[config.mk]
export PLATFORM = sky130hd
export DESIGN_NAME = timer_dev
export DESIGN_NICKNAME = d
export VERILOG_FILES = /design/src/rtl/timer_dev.sv
export SDC_FILE = /design/constraint.sdc
export NUM_CORES = 1
export LEC_CHECK = 0
export ABC_AREA = 1
export BUFFER_PORTS_ARGS = -buffer_cell sky130_fd_sc_hd__buf_4
export CAP_MARGIN = 20
export CORE_UTILIZATION = 50
export CTS_BUF_LIST = sky130_fd_sc_hd__clkbuf_8
export DETAILED_ROUTE_END_ITERATION = 6
export PLACE_DENSITY_LB_ADDON = 0.1
export RECOVER_POWER = 25
export SYNTH_ARGS = -nofsm -noshare
export SYNTH_HDL_FRONTEND = slang
export SYNTH_SLANG_ARGS = --single-unit
[constraint.sdc]
create_clock -name clk -period 5.55 [get_ports clk]
set_clock_uncertainty 0.15 [all_clocks]
set_input_delay 1.11 -clock clk [delete_from_list [all_inputs] [get_ports clk]]
set_output_delay 1.11 -clock clk [all_outputs]
set_load 0.005 [all_outputs]
[src/rtl/timer_dev.sv]
// timer_dev: memory-mapped countdown timer with a one-shot / auto-reload FSM and an interrupt
// output. Registers: 0=CTRL, 1=PRESET, 2=COUNT (read-only), 3=reserved.
// Optional feature: define TIMER_PRESCALE_EN to add a CTRL[7:4] prescaler (2^PS cycles per tick).
module timer_dev #(
  parameter logic [31:0] PRESET_RST = 32'h0
) (
  input  logic        clk,
  input  logic        rst,
  input  logic [1:0]  addr,
  input  logic        we,
  input  logic [31:0] wd,
  output logic [31:0] rd,
  output logic        irq
);

  typedef enum logic [1:0] {
    StIdle = 2'd0,
    StLoad = 2'd1,
    StCnt  = 2'd2,
    StInt  = 2'd3
  } state_e;

`ifdef TIMER_PRESCALE_EN
  localparam int unsigned CtrlW = 8;
`else
  localparam int unsigned CtrlW = 4;
`endif

  state_e           state_q, state_d;
  logic [CtrlW-1:0] ctrl_q, ctrl_d;
  logic [31:0]      preset_q, preset_d;
  logic [31:0]      count_q, count_d;
  logic             irq_flag_q, irq_flag_d;

  logic ctrl_we, preset_we;
  logic en, im, auto_reload;
  logic tick;

  assign ctrl_we     = we && (addr == 2'd0);
  assign preset_we   = we && (addr == 2'd1);
  assign en          = ctrl_q[0];
  assign im          = ctrl_q[3];
  // MODE 1x behaves as one-shot, so only 01 selects auto-reload.
  assign auto_reload = (ctrl_q[2:1] == 2'b01);

`ifdef TIMER_PRESCALE_EN
  logic [14:0] ps_cnt_q, ps_cnt_d;
  logic [14:0] ps_term;

  // Terminal prescale value is 2^PS-1; PS=0 ticks every cycle.
  assign ps_term = 15'((32'd1 << ctrl_q[7:4]) - 32'd1);
  assign tick    = (ps_cnt_q == ps_term);

  // Free-running prescale counter, realigned to zero while in LOAD.
  always_comb begin
    ps_cnt_d = ps_cnt_q + 15'd1;
    if (state_q == StLoad || tick) begin
      ps_cnt_d = '0;
    end
  end

  // Prescale counter register.
  always_ff @(posedge clk or negedge rst) begin
    if (!rst) begin
      ps_cnt_q <= '0;
    end else begin
      ps_cnt_q <= ps_cnt_d;
    end
  end
`else
  assign tick = 1'b1;
`endif

  // Next-state logic: normal FSM step, then a CTRL write overrides the whole step.
  always_comb begin
    state_d    = state_q;
    ctrl_d     = ctrl_q;
    preset_d   = preset_q;
    count_d    = count_q;
    // Any CTRL/PRESET write acknowledges a held one-shot interrupt.
    irq_flag_d = irq_flag_q & ~(ctrl_we | preset_we);

    if (preset_we) begin
      preset_d = wd;
    end

    unique case (state_q)
      StIdle: begin
        if (en) begin
          state_d = StLoad;
        end
      end
      StLoad: begin
        count_d = preset_q;
        state_d = StCnt;
      end
      StCnt: begin
        if (!en) begin
          state_d = StIdle;
        end else if (tick) begin
          if (count_q == 32'd0) begin
            state_d = StInt;
          end else begin
            count_d = count_q - 32'd1;
          end
        end
      end
      StInt: begin
        if (auto_reload) begin
          state_d = StLoad;
        end else begin
          ctrl_d[0]  = 1'b0;
          irq_flag_d = 1'b1;
          state_d    = StIdle;
        end
      end
      default: state_d = StIdle;
    endcase

    // A CTRL write wins over everything the FSM wanted this cycle.
    if (ctrl_we) begin
      ctrl_d     = wd[CtrlW-1:0];
      state_d    = wd[0] ? StLoad : StIdle;
      count_d    = count_q;
      irq_flag_d = 1'b0;
    end
  end

  // State and register bank.
  always_ff @(posedge clk or negedge rst) begin
    if (!rst) begin
      state_q    <= StIdle;
      ctrl_q     <= '0;
      preset_q   <= PRESET_RST;
      count_q    <= '0;
      irq_flag_q <= 1'b0;
    end else begin
      state_q    <= state_d;
      ctrl_q     <= ctrl_d;
      preset_q   <= preset_d;
      count_q    <= count_d;
      irq_flag_q <= irq_flag_d;
    end
  end

  // Read mux and interrupt, both purely from registered state.
  always_comb begin
    rd = 32'd0;
    unique case (addr)
      2'd0:    rd = {{(32 - CtrlW){1'b0}}, ctrl_q};
      2'd1:    rd = preset_q;
      2'd2:    rd = count_q;
      default: rd = 32'd0;
    endcase
    irq = im & (auto_reload ? (state_q == StInt) : irq_flag_q);
  end

endmodule
==> results of run 1 <==
state kept, by name (all words and copies together), names as in the netlist:
signal and count:
count_q 32, irq_flag_q 1, state_q 2, ctrl_q 4, preset_q 32
per-stage QoR:
stage | setup slack [ns] | total power [mW] | hold slack [ns] | utilization
finish | 1.75 | 2.40 | 0.364 | 0.597
global route | 1.58 | 2.63 | 0.383 | 0.597
CTS | 1.73 | 2.40 | 0.365 | 0.597
detailed placement | 1.73 | 2.04 | 0.346 | 0.579
global placement | 1.76 | 2.00 | 0.322 | 0.579
floorplan | 2.30 | 1.73 | 0.303 | -
path summary, 6_finish.rpt:
| path | from | to | slack [ns] | cells past startpoint |
|---|---|---|---|---|
| setup / recovery | addr[0] | rd[28] | 1.75 | 5 |
| hold / removal | ctrl_q[2] | ctrl_q[2] | 0.36 | 2 |
| setup reg to reg | count_q[0] | count_q[29] | 2.83 | 11 |
| hold reg to reg | ctrl_q[2] | ctrl_q[2] | 0.36 | 2 |
| max in group asynchronous | rst | ctrl_q[3] | 3.90 | 1 |
| min in group asynchronous | rst | preset_q[6] | 0.72 | 1 |
area by class of cell:
cell class / count / area [sq um]
tap: 108 / 135
inverter: 66 / 248
sequential: 71 / 1780
timing repair buffer: 72 / 541
clock buffer: 10 / 138
fill: 829 / 3500
clock inverter: 3 / 13.8
multi-input combinational: 489 / 2330
metal layers:
metal / up-vias / track usage / wire length [um] / part of all wire
li1: 2153 / - / - / -
met1: 1960 / 0.386 / 5660 / 0.48
met2: 125 / 0.438 / 5340 / 0.45
met3: 15 / 0.0368 / 595 / 0.051
met4: 0 / 0.0833 / 167 / 0.014
met5: - / 0 / 0 / 0
synth_stat cells:
library cell,n
clkinv_1,1
o22ai_1,4
buf_1,4
dfrtp_1,71
buf_2,3
nand4_1,2
o211ai_1,1
nor3_1,1
nor2_2,6
mux2_2,25
xor2_1,4
buf_4,4
nand3_1,35
o21ai_0,54
nand2_1,261
inv_1,61
nand3_4,1
o21ai_1,1
nor2_4,2
o31ai_1,1
inv_2,4
mux2i_1,1
o221ai_1,3
a21oi_1,13
nor2_1,67
ha_1,5
buf_6,2
clkbuf_1,10
a31oi_1,1
nand3b_4,1
worst max-delay path, cell delays in order:
cell,delay (ns)
buf_4,0.11
inv_1,0.07
nand2_1,0.60
o21ai_0,0.46
buf_4,0.17
cells by family (layout without fill, tap and decap cells):
family | after synthesis | in the layout | synth area share
AND/OR/NAND/NOR | 376 | 376 | 0.341
buffers and inverters | 89 | 151 | 0.0823
AO/OA/AOI/OAI | 78 | 78 | 0.0924
flip-flops | 71 | 71 | 0.398
multiplexers | 26 | 26 | 0.0652
adder cells (fa/ha/maj) | 5 | 5 | 0.0140
XOR/XNOR | 4 | 4 | 0.00784
report_power, final:
| group | switching [mW] | internal [mW] |
|---|---|---|
| combinational | 0.736 | 0.411 |
| clock | 0.192 | 0.164 |
| sequential | 0.202 | 0.694 |
==> metrics, run 1 <==
outcome=completed; Vias/cell=5.19; leading area contributor after synthesis=dfrtp_1; Netlist Area Pre-Place=4470 sq um; PortBufs=69; Mapped Cells=649; hold_buf cts=0; TritonCTS clock tree=built; Total Routing Usage GR=0.274; DR WL/cell=14.4 um; DRT iter0 DRCs=259; largest net degree at the start of global routing=72; Tmin final=3.80 ns; Post-Syn Area per Cell=6.88 sq um; clock latency on the worst-skew pair=0.35 ns; Inserted Diodes=0; Total Negative Setup Slacks=0 ns; Final period util=0.684; Reg clk slew, reported paths=0.07 ns; Nets=751; kind of critical path=input port to output pin; initial antenna violation count=0; vias in the first global route=3990; Initial Utilization=0.515; placed cell areas=5030 sq um; crit path capture type=output pin; dpl cells=806; routed vias=4253; DPL Wire Length=8.07 mm; Total Routed Length=11.8 mm; grt total ovfl=0; CTS Buf Count=9; Die ar.=9320 sq um; register area share after synthesis=0.398; crit path max fanout=32; Relative slew margins=0.290; Die W=96.5 um; gp weighted congestion=0.918; DRC=0; critical path data required time=4.29 ns; Final Cell Area=5180 sq um; Yosys reg bits=71; Max Slew Vio Count=0; Die H=96.5 um; Worst VDD drop=0.228 mV; first-pass GRT wire length=19.3 mm; Setup crit start kind=input port; Max Cap Violations=0; Cell Count, Final, Fillers Out=819; H-tree depth=3; # rows=34; worst min-delay path class=flip-flop to flip-flop; Pre-antenna DRT Iters=4; most common cell after layout, fill and taps aside=nand2_1; setup repair after global routing missed its margin=no; Net Count, Synth=691; Max clock buf depth=2; Area Overhead vs Synth=15.9%; CP arrival=2.54 ns; I/O pins=70; Pwr Density=463 nW/um^2; clock root buffer=clkbuf_8; Synth warnings=0; Leak Pwr=2.69 nW; measured slew at the worst slew-check pin=1.06 ns; post_cts resized=0; remaining antenna violation count=0; Final Hold Vio Count=0; core area=8680 sq um; commonest non-fill, non-tap cells in the layout=261 x nand2_1, 72 x buf_4, 71 x dfrtp_1, 66 x nor2_1, 62 x inv_1; setup bufs post-CTS=0; post-synth top area share=0.398; setup violators final=0; Clock Sinks=71; post-synthesis cell type count=30; Synth area leaders=dfrtp_1 40%, nand2_1 22%, mux2_2 6.3%; share of cells above drive strength 1=0.174; max frequency=263 MHz
Power figures use the tool's default switching activity.
==> run 2, diff against run 1 <==
- clock period: 5.55 -> 3.7 ns (I/O delays scaled with it)
==> run 2 against run 1 <==
Via count grew 0.66%. Worst hold slack got worse by 0.021 ns. Highest routed layer unchanged. Register-to-register slack worse by 1.8 ns. First-iteration DRC count shrank 22%. The run now ends with max-capacitance violations, max-slew violations left. Wire length decreased by 0.28%. Critical path depth rose by 6.
==> metrics, run 2 (synthesis results as in run 1) <==
Initial Utilization=0.515 (unchanged); Clock Sinks=71 (unchanged); core area=8680 sq um (unchanged); kind of critical path=flip-flop to flip-flop; R2R depth=11 (unchanged); Total Routed Length=11.7 mm (-0.28%); fin util=0.608 (+0.0112); vias in the first global route=4012 (+0.55%); Sw Ratio=0.453 (-0.0185); H-tree depth=3 (unchanged); DRC=0 (unchanged); setup repair after global routing missed its margin=no; worst min-delay path class=flip-flop to flip-flop; remaining antenna violation count=0 (unchanged); Cell Count, Final, Fillers Out=823 (+0.49%); max frequency=374 MHz; Pwr Density=719 nW/um^2 (+55%); commonest non-fill, non-tap cells in the layout=261 x nand2_1, 71 x dfrtp_1, 71 x buf_4, 66 x nor2_1, 61 x inv_1; outcome=finished with violations; setup violators final=0 (unchanged); initial antenna violation count=0 (unchanged); clock root buffer=clkbuf_8; failing checks=max-capacitance violations, max-slew violations; Inserted Diodes=0 (unchanged); Pint=2.08 mW (+64%); Max Cap Violations=1 (+1); share of cells above drive strength 1=0.180 (+0.00602); sequential share of power=0.355 (-0.019); DPL Wire Length=8.17 mm (+1.2%); Tmin final=2.68 ns; CTS Buf Count=9 (unchanged); most common cell after layout, fill and taps aside=nand2_1; hold depth=2 (unchanged); DRT iter0 DRCs=201 (-22%); post_cts resized=0 (unchanged); Die ar.=9320 sq um (unchanged); largest net degree at the start of global routing=72 (unchanged); Reg clk slew, reported paths=0.09 ns (+0.02 ns); crit path capture type=flip-flop; Relative slew margins=-0.227 (-0.517); Setup crit start kind=flip-flop; Vias/cell=5.20 (+0.17%); crit path max fanout=41 (+28%); Die H=96.5 um (unchanged); Total Routing Usage GR=0.271 (-0.00310); Nets=752 (+0.13%); clock latency on the worst-skew pair=0.35 ns (about the same); first-pass GRT wire length=19.0 mm (-1.5%); Pre-antenna DRT Iters=5 (+1); CP arrival=2.76 ns (+0.22 ns); pre-CTS setup slack=0.781 ns (-0.953 ns); setup ws final=1.02 ns (-0.727 ns); Top Registers=count_q x32, preset_q x32, ctrl_q x4; Area Overhead vs Synth=18.1%; Total Negative Setup Slacks=0 ns (unchanged); # rows=34 (unchanged); gp weighted congestion=0.878 (-4.3%); Psw=1.72 mW (+52%); Max clock buf depth=2 (unchanged); Leak Pwr=2.73 nW (+1.4%); critical path data required time=3.79 ns (-0.50 ns); I/O pins=70 (unchanged); setup bufs post-CTS=0 (unchanged); Max Slew Vio Count=72 (+72); TritonCTS clock tree=built; measured slew at the worst slew-check pin=1.84 ns (+0.779 ns); clock network fraction of total power=0.192 (+0.044); PortBufs=69 (unchanged); routed vias=4281 (+0.66%); dpl cells=807 (+0.12%); Comb power frac=0.453 (-0.025); Final period util=0.723; Worst VDD drop=0.410 mV (+79%); DR WL/cell=14.2 um (-0.77%); hold_buf cts=0 (unchanged); Die W=96.5 um (unchanged); grt total ovfl=0 (unchanged); overall power=3.79 mW (+58%); Final Hold Vio Count=0 (unchanged)
## run 2: worst paths after layout
kind	from	end	slack, ns
setup / recovery	count_q[0]	count_q[20]	1.02
max in group asynchronous	rst	count_q[16]	1.55
hold / removal	ctrl_q[2]	ctrl_q[2]	0.34
hold reg to reg	ctrl_q[2]	ctrl_q[2]	0.34
min in group asynchronous	rst	preset_q[7]	0.70
setup reg to reg	count_q[0]	count_q[20]	1.02
## run 2: final cells by class
type / instances / area (sq um)
fill: 816 / 3400
multi-input combinational: 489 / 2330
sequential: 71 / 1780
timing repair buffer: 73 / 558
inverter: 66 / 248
clock buffer: 11 / 151
tap: 108 / 135
clock inverter: 5 / 80.1
## run 2: stage by stage
stage | area (sq um) | hold slack (ns)
detailed placement | 5050 | 0.324
finish | 5280 | 0.343
global route | 5280 | 0.389
floorplan | 4470 | 0.294
global placement | 5050 | 0.319
CTS | 5280 | 0.345
## run 2: critical path, stage by stage, from the launching register on
cell	delay [ns]
dfrtp_1	0.41
inv_1	0.16
ha_1	0.25
nand3_4	0.12
nor2_4	0.22
nand2_1	0.08
nor2_1	0.10
nand2_1	0.09
nand3b_4	0.43
inv_2	0.34
nand2_1	0.15
nand2_1	0.06
## run 2: layer usage
metal	GRT usage	vias up	share of wire
met5	0	-	0
met4	0.114	0	0.017
met3	0.0336	16	0.045
met2	0.428	120	0.45
met1	0.375	1984	0.49
li1	-	2161	-
## run 2: power groups by stage
| stage | clock (mW) | sequential, mW | combinational [mW] |
|---|---|---|---|
| 2_1_floorplan | 0 | 1.26 | 1.34 |
| 3_3_place_gp | 0 | 1.34 | 1.67 |
| 3_5_place_dp | 0 | 1.35 | 1.72 |
| 4_1_cts | 0.741 | 1.34 | 1.72 |
| 5_1_grt | 0.766 | 1.39 | 1.99 |
| 6_report | 0.727 | 1.35 | 1.72 |
